[config.mk]
export PLATFORM = sky130hd
export DESIGN_NAME = demux_stream
export DESIGN_NICKNAME = d
export VERILOG_FILES = /design/src/rtl/demux_pkg.sv /design/src/rtl/demux_chan_reg.sv /design/src/rtl/demux_stream.sv
export SDC_FILE = /design/constraint.sdc
export NUM_CORES = 1
export LEC_CHECK = 0
export CAP_MARGIN = 10
export CELL_PAD_IN_SITES_DETAIL_PLACEMENT = 0
export CELL_PAD_IN_SITES_GLOBAL_PLACEMENT = 2
export CORE_ASPECT_RATIO = 1.4
export CORE_MARGIN = 2
export CORE_UTILIZATION = 25
export CTS_BUF_LIST = sky130_fd_sc_hd__clkbuf_8 sky130_fd_sc_hd__clkbuf_16
export DETAILED_ROUTE_END_ITERATION = 10
export PLACE_DENSITY = 0.83
export SLEW_MARGIN = 20
export SYNTH_ARGS = -nofsm -noshare
export SYNTH_HDL_FRONTEND = slang
export SYNTH_HIERARCHICAL = 1
export SYNTH_SLANG_ARGS = --single-unit
[constraint.sdc]
create_clock -name clk -period 1.6 [get_ports clk]
set_input_delay 0.16 -clock clk [delete_from_list [all_inputs] [get_ports clk]]
set_output_delay 0.16 -clock clk [all_outputs]
set_load 0.02 [all_outputs]
[src/rtl/demux_pkg.sv]
// Shared defaults and drop-counter constants for the stream demultiplexer.
package demux_pkg;

  localparam int unsigned DEFAULT_WIDTH = 8;
  localparam int unsigned DEFAULT_N     = 4;

  localparam int unsigned           DROP_CNT_W   = 8;
  localparam logic [DROP_CNT_W-1:0] DROP_CNT_MAX = 8'hFF;

  function automatic logic [DROP_CNT_W-1:0] sat_inc(input logic [DROP_CNT_W-1:0] v);
    return (v == DROP_CNT_MAX) ? v : v + 1'b1;
  endfunction

endpackage

[src/rtl/demux_chan_reg.sv]
// One output channel: a single data/valid register with load and drain.
module demux_chan_reg
  import demux_pkg::*;
#(
  parameter int unsigned WIDTH = DEFAULT_WIDTH
) (
  input  logic             clk,
  input  logic             rst_n,
  input  logic             load,
  input  logic [WIDTH-1:0] load_data,
  input  logic             drain_ready,
  output logic [WIDTH-1:0] data,
  output logic             valid,
  output logic             can_accept
);

  logic [WIDTH-1:0] data_q, data_d;
  logic             valid_q, valid_d;

  // A load on the same edge as a drain wins, so the channel never bubbles.
  always_comb begin
    data_d  = data_q;
    valid_d = valid_q;
    if (load) begin
      data_d  = load_data;
      valid_d = 1'b1;
    end else if (valid_q && drain_ready) begin
      valid_d = 1'b0;
    end
  end

  always_ff @(posedge clk) begin
    if (!rst_n) begin
      data_q  <= '0;
      valid_q <= 1'b0;
    end else begin
      data_q  <= data_d;
      valid_q <= valid_d;
    end
  end

  assign data       = data_q;
  assign valid      = valid_q;
  assign can_accept = !valid_q || drain_ready;

endmodule

[src/rtl/demux_stream.sv]
// Stream demultiplexer: routes one input word to a selected channel or to all channels.
module demux_stream
  import demux_pkg::*;
#(
  parameter int unsigned WIDTH = DEFAULT_WIDTH,
  parameter int unsigned N     = DEFAULT_N,
  parameter int unsigned SW    = $clog2(N)
) (
  input  logic                  clk,
  input  logic                  rst_n,
  input  logic [WIDTH-1:0]      d,
  input  logic [SW-1:0]         s,
  input  logic                  bcast,
  input  logic                  in_valid,
  output logic                  in_ready,
  output logic [N*WIDTH-1:0]    y,
  output logic [N-1:0]          y_valid,
  input  logic [N-1:0]          y_ready,
  output logic [DROP_CNT_W-1:0] drop_cnt
);

  localparam int unsigned SelSpan = 1 << SW;

  logic [N-1:0]          can_accept;
  logic [SelSpan-1:0]    can_accept_ext;
  logic [N-1:0]          load;
  logic                  sel_ok;
  logic                  accept;
  logic                  drop_inc;
  logic [DROP_CNT_W-1:0] drop_cnt_q, drop_cnt_d;

  assign sel_ok = (32'(s) < N);

  // Unused select codes read as ready so the index never leaves the vector.
  always_comb begin
    can_accept_ext        = '1;
    can_accept_ext[N-1:0] = can_accept;
    if (!rst_n) begin
      in_ready = 1'b0;
    end else if (bcast) begin
      in_ready = &can_accept;
    end else if (!sel_ok) begin
      in_ready = 1'b1;
    end else begin
      in_ready = can_accept_ext[s];
    end
  end

  assign accept   = in_valid && in_ready;
  assign drop_inc = accept && !bcast && !sel_ok;

  always_comb begin
    load = '0;
    for (int unsigned k = 0; k < N; k++) begin
      load[k] = accept && (bcast || (sel_ok && (32'(s) == k)));
    end
  end

  for (genvar k = 0; k < N; k++) begin : gen_chan
    demux_chan_reg #(
      .WIDTH(WIDTH)
    ) u_chan (
      .clk        (clk),
      .rst_n      (rst_n),
      .load       (load[k]),
      .load_data  (d),
      .drain_ready(y_ready[k]),
      .data       (y[k*WIDTH +: WIDTH]),
      .valid      (y_valid[k]),
      .can_accept (can_accept[k])
    );
  end

  always_comb begin
    drop_cnt_d = drop_cnt_q;
    if (drop_inc) begin
      drop_cnt_d = sat_inc(drop_cnt_q);
    end
  end

  always_ff @(posedge clk) begin
    if (!rst_n) begin
      drop_cnt_q <= '0;
    end else begin
      drop_cnt_q <= drop_cnt_d;
    end
  end

  assign drop_cnt = drop_cnt_q;

endmodule

==> results of run 1 <==
## kinds of logic (layout without fill, tap and decap cells)
family / count (synthesis) / in the layout / share of synthesized area
and+or+nand+nor: 45 / 45 / 0.1826
DFF: 36 / 36 / 0.4634
muxes: 33 / 33 / 0.2156
buffers and inverters: 17 / 82 / 0.07965
AOI/OAI and AO/OA: 13 / 13 / 0.05632
other: 1 / 8 / 0.002411
## worst min-delay path: cells and delay by family
kind / cells / cell delay [ns]
AND/OR/NAND/NOR: 1 / 0.13
buffers and inverters: 1 / 0.08
AO/OA/AOI/OAI: 1 / 0.07
## cells in the mapped netlist, types with 3 or more instances
library cell	count	area, sq um
dfxtp_1	36	720.7
mux2i_1	32	320.3
nor2b_1	32	200.2
buf_4	8	60.06
inv_1	5	18.77
a21boi_0	4	30.03
buf_6	4	45.04
nand2b_1	4	25.02
a21oi_1	3	15.01
nand3_1	3	15.01
## metal layers
layer  up-vias  track usage  part of all wire
met5         -            0                 0
met4         0      0.04354             0.023
met3         8      0.03423             0.054
met2        38       0.1858              0.47
met1       556       0.1364              0.46
li1        607            -                 -
## metrics by stage
step / utilization / hold WS, ns / power, mW / setup TNS [ns]
2_1_floorplan: - / 0.2882 / 1.176 / 0
3_3_place_gp: 0.3623 / 0.4961 / 1.342 / -9.659
3_5_place_dp: 0.3623 / 0.5049 / 1.344 / -10.46
4_1_cts: 0.3817 / 0.5240 / 2.048 / 0
5_1_grt: 0.3964 / 0.2198 / 2.130 / -0.008264
6_report: 0.3964 / 0.2094 / 2.040 / 0
## sequential cells by signal, indices dropped and copies added (netlist names)
register,flops
gen_chan.u_chan/valid,4
gen_chan.u_chan/data,32
## path summary, 6_finish.rpt
| check | start | endpoint | slack [ns] | cells after the start |
|---|---|---|---|---|
| min | y_ready[1] | gen_chan[1].u_chan/valid$_SDFFE_PN0P_ | 0.21 | 3 |
| max | gen_chan[2].u_chan/valid$_SDFFE_PN0P_ | in_ready | 0.07 | 5 |
| min reg2reg | gen_chan[3].u_chan/valid$_SDFFE_PN0P_ | gen_chan[3].u_chan/valid$_SDFFE_PN0P_ | 0.52 | 2 |
| max reg2reg | gen_chan[2].u_chan/valid$_SDFFE_PN0P_ | gen_chan[0].u_chan/data[5]$_SDFFE_PN0P_ | 0.13 | 7 |
## power by group
group	internal, mW	total [mW]	switching (mW)
clock network	0.383	0.692	0.308
registers	0.934	0.955	0.0215
logic	0.204	0.393	0.189
total	1.52	2.04	0.519
## cell type report
cell class / count / area share
Multi-Input combinational cell: 99 / 0.3390
Sequential cell: 36 / 0.2978
Timing Repair Buffer: 70 / 0.2787
Clock buffer: 7 / 0.03967
Tap cell: 72 / 0.03709
Inverter: 5 / 0.007728
## what timing repair did
action,CTS,global route
gates resized for setup,11,22
setup endpoints to repair,16,34
endpoints found under the hold margin,0,0
buffers inserted,0,1
pin swaps,0,5
==> results_tabular.tex, run 1 <==
\begin{tabular}{lr}
\hline
Metric & Value \\
\hline
\multicolumn{2}{l}{\textbf{Yosys}} \\
\quad Cell count after synthesis & 145 \\
\quad Cell area after synthesis & 1555 sq um \\
\quad Sequential area share after synthesis & 0.4634 \\
\quad Number of enable-type register cells in the synthesized netlist & 0 \\
\quad Mean instance size in the synthesized netlist & 10.73 sq um \\
\quad Synthesis Warnings & 6 \\
\quad Dominant register cell in the synthesized netlist & dfxtp\_1 \\
\quad Yosys reg bits & 36 \\
\quad Synth unique cells & 24 \\
\quad Share of flip-flops with an asynchronous set or reset after synthesis & 0 \\
\multicolumn{2}{l}{\textbf{Pwr}} \\
\quad Leakage component of the power & 0.9120 nW \\
\quad Cell Pwr Density & 839.9 nW/um\^{}2 \\
\quad Largest vdd supply drop & 0.3706 mV \\
\multicolumn{2}{l}{\textbf{Place}} \\
\quad Final weighted congestion of routability-driven global placement & 0.7649 \\
\quad Pre-CTS setup slack & -0.4541 ns \\
\quad Cell total after placement & 281 \\
\quad Detailed placement HPWL & 2736 um \\
\quad Instance area after placement & 2220 sq um \\
\quad Count of buffers from port buffering & 54 \\
\multicolumn{2}{l}{\textbf{Die}} \\
\quad Die boundary height & 97.33 um \\
\quad Number of top-level pins & 63 \\
\quad Total die area & 6877 sq um \\
\quad Core Rows & 34 \\
\quad Starting density of the core & 0.2539 \\
\quad Area of the core region & 6126 sq um \\
\quad Die boundary width & 70.66 um \\
\multicolumn{2}{l}{\textbf{Setup path}} \\
\quad Setup Crit Path Kind & flop to output port \\
\quad CP max-delay cell & dfxtp\_1 \\
\quad Dominant delay contributor by cell family on the critical path & flip-flops \\
\quad List of cells traversed by the critical path & nand2b\_4 -> and4bb\_2 -> a21oi\_4 -> a21boi\_1 -> buf\_4 \\
\quad Endpoint type of the worst setup path & output port \\
\quad Largest fanout on the critical path & 3 \\
\quad Highest cell delay on the worst timing path & 0.37 ns \\
\quad Crit start category & flop \\
\quad Arrival time at the worst endpoint & 1.37 ns \\
\quad WP buf/inv & 1 \\
\quad Required time at the worst-slack endpoint & 1.44 ns \\
\multicolumn{2}{l}{\textbf{Detailed routing}} \\
\quad Vias & 1209 \\
\quad Via/cell ratio & 4.183 \\
\quad 1st-pass router iterations & 2 \\
\quad Drt drc & 0 \\
\quad Total Routed Length & 3809 um \\
\quad Wire length per cell after detailed routing & 13.18 um \\
\quad Count of routing violations after the opening detailed-route iteration & 14 \\
\quad Post-DRT Antenna Nets & 0 \\
\multicolumn{2}{l}{\textbf{Hold path}} \\
\quad Path type of the worst min-delay path & primary input to flop \\
\multicolumn{2}{l}{\textbf{Finish}} \\
\quad Number of nets in the layout & 235 \\
\quad Most common cell after layout, fill and taps aside & clkdlybuf4s50\_1 \\
\quad Footprint of the multi-input gates & 823.3 sq um \\
\quad N\_diodes & 0 \\
\quad Area growth from synthesis to layout & 56.15\% \\
\quad Post-layout instance count excluding filler cells & 289 \\
\quad Filler instances & 637 \\
\quad Finished Cell Area & 2429 sq um \\
\quad Leading cell types in the layout, fill and taps excluded & 47 x clkdlybuf4s50\_1, 34 x dfxtp\_1, 32 x nor2b\_1 \\
\quad Storage cell area & 723.2 sq um \\
\quad Ratio of cells with drive above 1 in the final layout & 0.1982 \\
\multicolumn{2}{l}{\textbf{Status}} \\
\quad Run status & completed \\
\multicolumn{2}{l}{\textbf{Clock network}} \\
\quad Clock buffers created by TritonCTS & 5 \\
\quad TritonCTS sink count & 36 \\
\quad Cell at the root of the clock tree & clkbuf\_8 \\
\quad Clock slew at the register clock pins of the worst setup and hold paths & 0.07 ns \\
\quad TritonCTS clock tree & yes \\
\quad H-Tree Depth & 2 \\
\quad Clock buffer depth & 2 \\
\quad Source-to-sink clock delay at the later pin of the worst-skew pair & 0.28 ns \\
\quad Number of hold-repair buffers added at the cts stage & 0 \\
\multicolumn{2}{l}{\textbf{STA}} \\
\quad Total setup violations reported at the end of the flow & 0 \\
\quad Count of pins over their slew limit & 0 \\
\quad Final clock period utilization by the worst path & 0.9548 \\
\quad Final hold violation count & 0 \\
\quad Highest clock rate & 0.6546 GHz \\
\quad Final WS setup & 0.07240 ns \\
\quad Post-route minimum period & 1.528 ns \\
\quad Worst clock skew on the final layout & 0.003249 ns \\
\multicolumn{2}{l}{\textbf{Global routing}} \\
\quad Global-route wire length before repair & 6134 um \\
\quad Antenna violations before repair & 0 \\
\quad Via count of the first global-routing pass & 1237 \\
\quad Global-route usage over all layers & 0.1127 \\
\quad Pin count of the biggest net entering global routing & 36 \\
\quad GRT overflow & 0 \\
\multicolumn{2}{l}{\textbf{Job}} \\
\quad Total of max-cap violations & 0 \\
\hline
\end{tabular}
Power figures use the tool's default switching activity.
==> inputs of run 2 (changes only) <==
CAP_MARGIN = 20   (was 10)
PLACE_DENSITY = 0.88   (was 0.83)
==> results_tabular.tex, run 2 (same netlist as run 1, synthesis figures left out) <==
\begin{tabular}{lr}
\hline
Metric & Value \\
\hline
\multicolumn{2}{l}{\textbf{Die}} \\
\quad Number of top-level pins & 63 \\
\quad Total die area & 6877 sq um \\
\quad Starting density of the core & 0.2539 \\
\quad Die boundary height & 97.33 um \\
\quad Area of the core region & 6126 sq um \\
\quad Core Rows & 34 \\
\quad Die boundary width & 70.66 um \\
\multicolumn{2}{l}{\textbf{Clock network}} \\
\quad Clock slew at the register clock pins of the worst setup and hold paths & 0.07 ns \\
\quad Clock buffer depth & 2 \\
\quad H-Tree Depth & 2 \\
\quad Number of hold-repair buffers added at the cts stage & 0 \\
\quad Source-to-sink clock delay at the later pin of the worst-skew pair & 0.28 ns \\
\quad TritonCTS sink count & 36 \\
\quad Clock buffers created by TritonCTS & 5 \\
\quad TritonCTS clock tree & yes \\
\quad Cell at the root of the clock tree & clkbuf\_8 \\
\multicolumn{2}{l}{\textbf{Global routing}} \\
\quad Via count of the first global-routing pass & 1117 \\
\quad Pin count of the biggest net entering global routing & 34 \\
\quad GRT overflow & 0 \\
\quad Antenna violations before repair & 0 \\
\quad Global-route usage over all layers & 0.1126 \\
\quad Global-route wire length before repair & 6016 um \\
\multicolumn{2}{l}{\textbf{Finish}} \\
\quad Filler instances & 629 \\
\quad Storage cell area & 724.4 sq um \\
\quad Core Util, Final & 0.4042 \\
\quad Post-layout instance count excluding filler cells & 293 \\
\quad Finished Cell Area & 2476 sq um \\
\quad Footprint of the multi-input gates & 835.8 sq um \\
\quad Number of nets in the layout & 238 \\
\quad Most common cell after layout, fill and taps aside & clkdlybuf4s50\_1 \\
\quad Leading cell types in the layout, fill and taps excluded & 48 x clkdlybuf4s50\_1, 33 x dfxtp\_1, 32 x nor2b\_1 \\
\quad Max FFs per register & 32 \\
\quad N\_diodes & 0 \\
\quad Ratio of cells with drive above 1 in the final layout & 0.1991 \\
\quad Area growth from synthesis to layout & 59.21\% \\
\multicolumn{2}{l}{\textbf{Setup path}} \\
\quad Register-to-register setup slack & 0.08 ns \\
\quad Reg-to-Reg End & gen\_chan[3].u\_chan/data[7]\$\_SDFFE\_PN0P\_ \\
\quad Endpoint type of the worst setup path & flop \\
\quad Setup Crit Path Kind & flop to flop \\
\quad Arrival time at the worst endpoint & 1.69 ns \\
\quad Worst Reg2Reg Path Length in Cells & 8 \\
\quad Required time at the worst-slack endpoint & 1.77 ns \\
\quad Worst flop-to-flop path startpoint & gen\_chan[3].u\_chan/valid\$\_SDFFE\_PN0P\_ \\
\quad Crit start category & flop \\
\quad Largest fanout on the critical path & 5 \\
\multicolumn{2}{l}{\textbf{STA}} \\
\quad Count of pins over their slew limit & 0 \\
\quad Final hold violation count & 0 \\
\quad Total Neg Setup Slack & 0 ns \\
\quad Final worst hold slack & 0.2092 ns \\
\quad Worst clock skew on the final layout & 0.004379 ns \\
\quad Highest clock rate & 0.6590 GHz \\
\quad Post-route minimum period & 1.517 ns \\
\quad RSZ-0062 raised after global routing & true \\
\quad Total setup violations reported at the end of the flow & 0 \\
\quad Final WS setup & 0.08256 ns \\
\quad Final clock period utilization by the worst path & 0.9484 \\
\multicolumn{2}{l}{\textbf{Hold path}} \\
\quad Path type of the worst min-delay path & primary input to flop \\
\quad Startpoint of the lowest-slack hold path & y\_ready[1] \\
\quad Worst hold path cell count & 3 \\
\quad Worst Hold Endpoint & gen\_chan[1].u\_chan/valid\$\_SDFFE\_PN0P\_ \\
\multicolumn{2}{l}{\textbf{Detailed routing}} \\
\quad 1st-pass router iterations & 4 \\
\quad Total Routed Length & 3812 um \\
\quad Vias & 1203 \\
\quad Wire length per cell after detailed routing & 13.01 um \\
\quad Via/cell ratio & 4.106 \\
\quad Post-DRT Antenna Nets & 0 \\
\quad Drt drc & 0 \\
\quad Count of routing violations after the opening detailed-route iteration & 21 \\
\multicolumn{2}{l}{\textbf{Place}} \\
\quad Final weighted congestion of routability-driven global placement & 0.7718 \\
\quad Cell total after placement & 284 \\
\quad Instance area after placement & 2242 sq um \\
\quad Pre-CTS setup slack & -0.4337 ns \\
\quad Detailed placement HPWL & 2734 um \\
\quad Count of buffers from port buffering & 54 \\
\multicolumn{2}{l}{\textbf{Pwr}} \\
\quad Largest vdd supply drop & 0.4402 mV \\
\quad Leakage component of the power & 0.9251 nW \\
\quad Pwr Total & 2.003 mW \\
\quad Cell Pwr Density & 809.0 nW/um\^{}2 \\
\multicolumn{2}{l}{\textbf{Status}} \\
\quad Run status & completed \\
\multicolumn{2}{l}{\textbf{Job}} \\
\quad Total of max-cap violations & 0 \\
\hline
\end{tabular}
==> run 2: how the worst max path moves through the flow <==
stage	endpoint	depth (start not counted)	startpoint	slack (ns)
floorplan	gen_chan[0].u_chan/data[0]$_SDFFE_PN0P_	7	gen_chan[1].u_chan/valid$_SDFFE_PN0P_	0.14
finish	gen_chan[3].u_chan/data[7]$_SDFFE_PN0P_	8	gen_chan[3].u_chan/valid$_SDFFE_PN0P_	0.08
CTS	gen_chan[3].u_chan/data[0]$_SDFFE_PN0P_	9	y_ready[3]	-0.002
detailed placement	in_ready	6	y_ready[3]	-0.43
global route	gen_chan[0].u_chan/data[4]$_SDFFE_PN0P_	8	gen_chan[2].u_chan/valid$_SDFFE_PN0P_	-0.03
global placement	in_ready	6	y_ready[3]	-0.41
==> run 2: power by group <==
| group | internal [mW] | leakage (nW) | switching, mW |
|---|---|---|---|
| clock network | 0.338 | 0.0538 | 0.301 |
| registers | 0.934 | 0.294 | 0.0210 |
| logic | 0.215 | 0.577 | 0.194 |
| total | 1.49 | 0.925 | 0.516 |
==> run 2: worst max-delay path, stage by stage (launching register included) <==
cell      delay (ns)
dfxtp_2         0.33
nand2b_4        0.08
and3_4          0.20
buf_6           0.12
nand3_4         0.10
a21oi_4         0.17
buf_6           0.16
mux2i_1         0.19
nor2b_1         0.06
==> run 2: timing repair <==
action / CTS / global route
pin swaps: 3 / 5
endpoints found under the setup margin: 31 / 33
buffers inserted: 0 / 1
resized for setup: 17 / 22
==> run 2: cell type report <==
class,instances,area share
sequential,36,0.2926
timing repair buffer,73,0.2895
multi-input combinational,99,0.3375
tap,72,0.03638
inverter,5,0.007580
clock buffer,6,0.03335
clock inverter,2,0.003032
==> run 2: per-layer routing <==
metal  track usage  routed length [um]
met4       0.04354                  46
met1        0.1423                1628
met5             0                   0
met2        0.1814                1926
met3       0.03008                 211
==> variant 1 (settings of run 2) <==
Set the package constant `DEFAULT_WIDTH` to 7 (it was 8).
--- a/src/rtl/demux_pkg.sv
+++ b/src/rtl/demux_pkg.sv
@@ -1,7 +1,7 @@
 // Shared defaults and drop-counter constants for the stream demultiplexer.
 package demux_pkg;
 
-  localparam int unsigned DEFAULT_WIDTH = 8;
+  localparam int unsigned DEFAULT_WIDTH = 7;
   localparam int unsigned DEFAULT_N     = 4;
 
   localparam int unsigned           DROP_CNT_W   = 8;
Ports: changed (resized d and y); port bits go from 63 to 58. No check against the original RTL was run, so the function may have changed too.
==> variant 1 against run 2 <==
  * Sequential share of layout area is 0.14 points lower
  * Clock power grew 19%
  * Total power down 2.1%
  * Cell count decreased by 7.5%
  * Critical path depth is 2 lower
  * Fmax decreased by 3.2%
  * Die area shrank 8.9%
  * Sequential cell count is 4 lower
  * Global-route usage down 0.17 points
  * Area after synthesis fell by 9.3%
  * Routed wire length down 10%
  * Setup slack worse by 50 ps
  * Design area fell by 11%
  * Critical path type is now primary input to output pin
  * Critical endpoint is now in_ready
==> variant 1: results (changes against run 2) <==
| Metric | Value |
|---|---|
| Port Buffers | `49 (-9.3%)` |
| Total global-route track usage | `11.1% (-0.17 points)` |
| Post-cts resize count | `5 (-12)` |
| Total CTS buffers | `5 (unchanged)` |
| Slowest cell delay on critical path | `380 ps (+50 ps)` |
| Pin count of the biggest net entering global routing | `18 (-47%)` |
| Compound-Gate Fraction of Synth Area | `6.21% (+0.58 points)` |
| Met3 WL | `161 um (-24%)` |
| Crit Path Max Fanout | `4 (-1)` |
| Layout cells sized above 1 | `20.7% (+0.78 points)` |
| H-tree Lvls | `2 (unchanged)` |
| DP Worst Slack | `-450 ps (-15.9 ps)` |
| Synth top area cells | `dfxtp_1 (45%), mux2i_1 (20%), nor2b_1 (12%)` |
| GRT met1 Usage | `13.4% (-0.83 points)` |
| Drt initial violations | `31 (+48%)` |
| Routed wire per std cell | `12.6 um (-3.2%)` |
| Status | `finished, final reports clean` |
| Worst Path Arrival | `1410 ps (-280 ps)` |
| Met2 usage | `17.2% (-0.99 points)` |
| Mux cell area share after synthesis | `20.9% (-0.62 points)` |
| Met2 wire length | `1740 um (-9.9%)` |
| Synth cell count leaders | `dfxtp_1 (32), mux2i_1 (28), nor2b_1 (28)` |
| CP top delay family | `buffers and inverters` |
| Post-DP HPWL | `2460 um (-10%)` |
| Number of flip-flops under the largest register name | `28 (-13%)` |
| Clk buf depth | `2 (unchanged)` |
| First-pass GRT wire length | `5200 um (-14%)` |
| Nets | `219 (-8.0%)` |
| Internal Pwr Total | `1.48 mW (-0.59%)` |
| First-pass DRT Iterations | `2 (-2)` |
| Grt met3 use | `3.28% (+0.27 points)` |
| Fillers | `539 (-14%)` |
| Slowest CP cell | `clkdlybuf4s50_1` |
| Vias post-DR | `1125 (-6.5%)` |
| Clk_skew | `11.1 ps (+6.75 ps)` |
| RD Place Congestion | `0.658 (-15%)` |
| Met1 Wirelength | `1450 um (-11%)` |
| Max IR drop VDD | `0.000439 V (-0.30%)` |
| Leakage | `0.834 nW (-9.8%)` |
-- variant 1: cell types whose count changed after synthesis --
cell / change
dfxtp_1: -4
mux2i_1: -4
nor2b_1: -4
-- variant 1: logic make-up after synthesis --
family,Yosys count
and+or+nand+nor,41
DFF,32
muxes,29
buffers and inverters,17
AOI/OAI and AO/OA,13
other,1
-- variant 1: layout make-up --
class | count | share of cell area (%)
Sequential cell | 32 | 29.1
Timing Repair Buffer | 67 | 28.9
Tap cell | 68 | 3.84
Clock inverter | 3 | 1.92
Multi-Input combinational cell | 91 | 32.3
Inverter | 5 | 0.848
Clock buffer | 5 | 3.11
-- variant 1: through the flow --
stage | util [%] | area, sq um | instances | power [mW]
2_1_floorplan | - | 1440 | 140 | 1.05
3_5_place_dp | 37.0 | 2030 | 261 | 1.21
4_1_cts | 39.0 | 2140 | 269 | 1.98
3_3_place_gp | 37.0 | 2030 | 261 | 1.20
5_1_grt | 40.4 | 2210 | 271 | 2.06
6_report | 40.4 | 2210 | 271 | 1.96
-- variant 1: worst paths after layout --
path,startpoint,end,slack (ps),depth (start not counted)
worst max register to register,gen_chan[2].u_chan/valid,gen_chan[2].u_chan/data[3],90,8
worst min-delay path,y_ready[2],gen_chan[2].u_chan/valid,290,4
worst min register to register,gen_chan[2].u_chan/data[0],gen_chan[2].u_chan/data[0],520,2
worst max-delay path,y_ready[3],in_ready,30,6
-- variant 1: power by group through the flow --
| stage | Sequential (mW) | Clock, mW | Combinational (mW) |
|---|---|---|---|
| 6_report | 0.849 | 0.760 | 0.353 |
| 5_1_grt | 0.853 | 0.824 | 0.380 |
| 4_1_cts | 0.847 | 0.786 | 0.342 |
| 3_5_place_dp | 0.865 | 0 | 0.341 |
| 3_3_place_gp | 0.864 | 0 | 0.340 |
| 2_1_floorplan | 0.903 | 0 | 0.150 |
==> variant 2 (config.mk and constraints of run 2) <==
Without the edit above. Reset style: asynchronous (`rst_n`), changed in 2 clocked blocks.
--- a/src/rtl/demux_chan_reg.sv
+++ b/src/rtl/demux_chan_reg.sv
@@ -29,7 +29,7 @@
     end
   end
 
-  always_ff @(posedge clk) begin
+  always_ff @(posedge clk or negedge rst_n) begin
     if (!rst_n) begin
       data_q  <= '0;
       valid_q <= 1'b0;
--- a/src/rtl/demux_stream.sv
+++ b/src/rtl/demux_stream.sv
@@ -78,7 +78,7 @@
     end
   end
 
-  always_ff @(posedge clk) begin
+  always_ff @(posedge clk or negedge rst_n) begin
     if (!rst_n) begin
       drop_cnt_q <= '0;
     end else begin
Formal check against the unedited RTL: differs if rst_n is asserted again (counterexample within 4 cycles, from zero or initial values and one cycle with rst_n low); with rst_n held inactive, the same outputs for 10 cycles.
==> variant 2 against run 2 <==
  * Setup slack got worse by 140 ps
  * Area after synthesis grew 7.7%
  * The flow now finishes with violations (negative setup slack)
  * Global-route usage fell by 0.16 points
  * Routed wire length increased by 2.9%
  * Design area up 4.5%
  * Non-clock buffer count grew 1
  * Sequential cell count unchanged
Power is not compared: it rests on default switching activity, and its combinational part moved more than twofold at a synthesized area within 25%.
==> variant 2: results (changes against run 2) <==
| Metric | Value |
|---|---|
| Status | `finished, violations left` |
| Failing checks | `negative setup slack` |
| Pin count of the biggest net entering global routing | `19 (-44%)` |
| Drt initial violations | `20 (-4.8%)` |
| Compound-Gate Fraction of Synth Area | `3.44% (-2.2 points)` |
| Post-synth top flop | `dfrtp_1` |
| Setup CP Type | `flop to flop` |
| Synth cell count leaders | `dfrtp_1 (36), mux2_4 (33), buf_4 (8), nand2b_1 (8), buf_6 (4)` |
| Seq/Total Area, Yosys | `53.8% (+7.4 points)` |
| Number of global-route vias before repair | `1182 (+5.8%)` |
| Ys async rst share | `100% (+100 points)` |
| Reg2reg path depth | `6 (-2)` |
| Synth top area cells | `dfrtp_1 (54%), mux2_4 (30%), buf_4 (3.6%)` |
| Setup violators final | `15 (+15)` |
| Crit Path Max Fanout | `4 (-1)` |
| Nets | `203 (-15%)` |
| Routed wire per std cell | `15.1 um (+16%)` |
| Final setup TNS | `-428 ps (-428 ps)` |
| Setup WS post-layout | `-60.8 ps (-143 ps)` |
| Total global-route track usage | `11.1% (-0.16 points)` |
| FF-to-FF Start | `gen_chan[2].u_chan/valid` |
| RD Place Congestion | `0.721 (-6.6%)` |
| Mapped Cells | `109 (-25%)` |
| Placed Instances | `249 (-12%)` |
| Mux cell area share after synthesis | `29.6% (+8.0 points)` |
| Slowest CP cell | `dfrtp_1` |
| Worst Path Arrival | `1830 ps (+140 ps)` |
| First-pass GRT wire length | `6180 um (+2.6%)` |
| Finished Layout Cells | `260 (-11%)` |
| Slowest cell delay on critical path | `380 ps (+50 ps)` |
| Layout cells sized above 1 | `39.8% (+20 points)` |
| Post-DP HPWL | `2750 um (+0.68%)` |
| Reg2reg end | `gen_chan[0].u_chan/data[5]` |
| Clk_skew | `5.11 ps (+0.730 ps)` |
| Vias post-DR | `1103 (-8.3%)` |
variant 2: area by class of cell:
type,instances,area (sq um)
multi-input cells,67,762
well taps,74,92.6
inverters,1,3.75
clock buffers,6,82.6
clock inverters,2,10.0
flip-flops and latches,36,903
fillers,621,3940
repair buffers,74,734
variant 2: worst min path at each step:
stage | startpoint | to | slack (ps) | depth (start not counted)
6_report | rst_n | gen_chan[0].u_chan/data[2] | 430 | 3
5_1_grt | rst_n | gen_chan[0].u_chan/data[2] | 460 | 3
4_1_cts | rst_n | gen_chan[0].u_chan/data[2] | 430 | 3
3_5_place_dp | rst_n | gen_chan[0].u_chan/valid | 190 | 2
3_3_place_gp | rst_n | gen_chan[2].u_chan/data[2] | 200 | 2
2_1_floorplan | rst_n | gen_chan[0].u_chan/data[0] | -140 | 0
variant 2: cells by family after synthesis:
family	count (synthesis)
AND/OR/NAND/NOR	17
other	1
buffers and inverters	13
multiplexers	33
AO/OA/AOI/OAI	9
flip-flops	36
variant 2: what timing repair did:
action,in CTS,in global routing
pin swaps,5,5
hold buffers,1,0
cloned,0,1
setup endpoints to repair,33,33
setup buffers,1,0
endpoints found under the hold margin,36,0
gates resized for setup,16,3
variant 2: where the power goes:
| group | internal, mW | leakage, nW | switching, mW |
|---|---|---|---|
| sequential | 1.15 | 0.429 | 0.148 |
| clock | 0.344 | 0.0510 | 0.321 |
| combinational | 0.822 | 0.673 | 0.594 |
| total | 2.32 | 1.15 | 1.06 |
variant 2: worst max-delay path, delay by kind of cell (launching register included):
kind                   cells  cell delay, ps
buffers and inverters      1             190
muxes                      1             290
AOI/OAI and AO/OA          2             320
and+or+nand+nor            2             360
DFF                        1             380
variant 2: per-stage QoR:
| stage | worst slack [ps] | hold slack (ps) | area (sq um) |
|---|---|---|---|
| final | -60.8 | 429 | 2590 |
| after global placement | -392 | 197 | 2380 |
| after CTS | -29.0 | 427 | 2550 |
| after global routing | -136 | 455 | 2590 |
| after floorplan | 3.96 | -136 | 1710 |
| after detailed placement | -397 | 191 | 2380 |
variant 2: routing by layer:
metal	share of wire [%]	GRT usage, %	up-vias
met5	0	0	-
met4	1.5	4.42	0
met3	6.7	3.10	6
met2	48	16.6	43
met1	44	15.1	541
li1	-	-	513
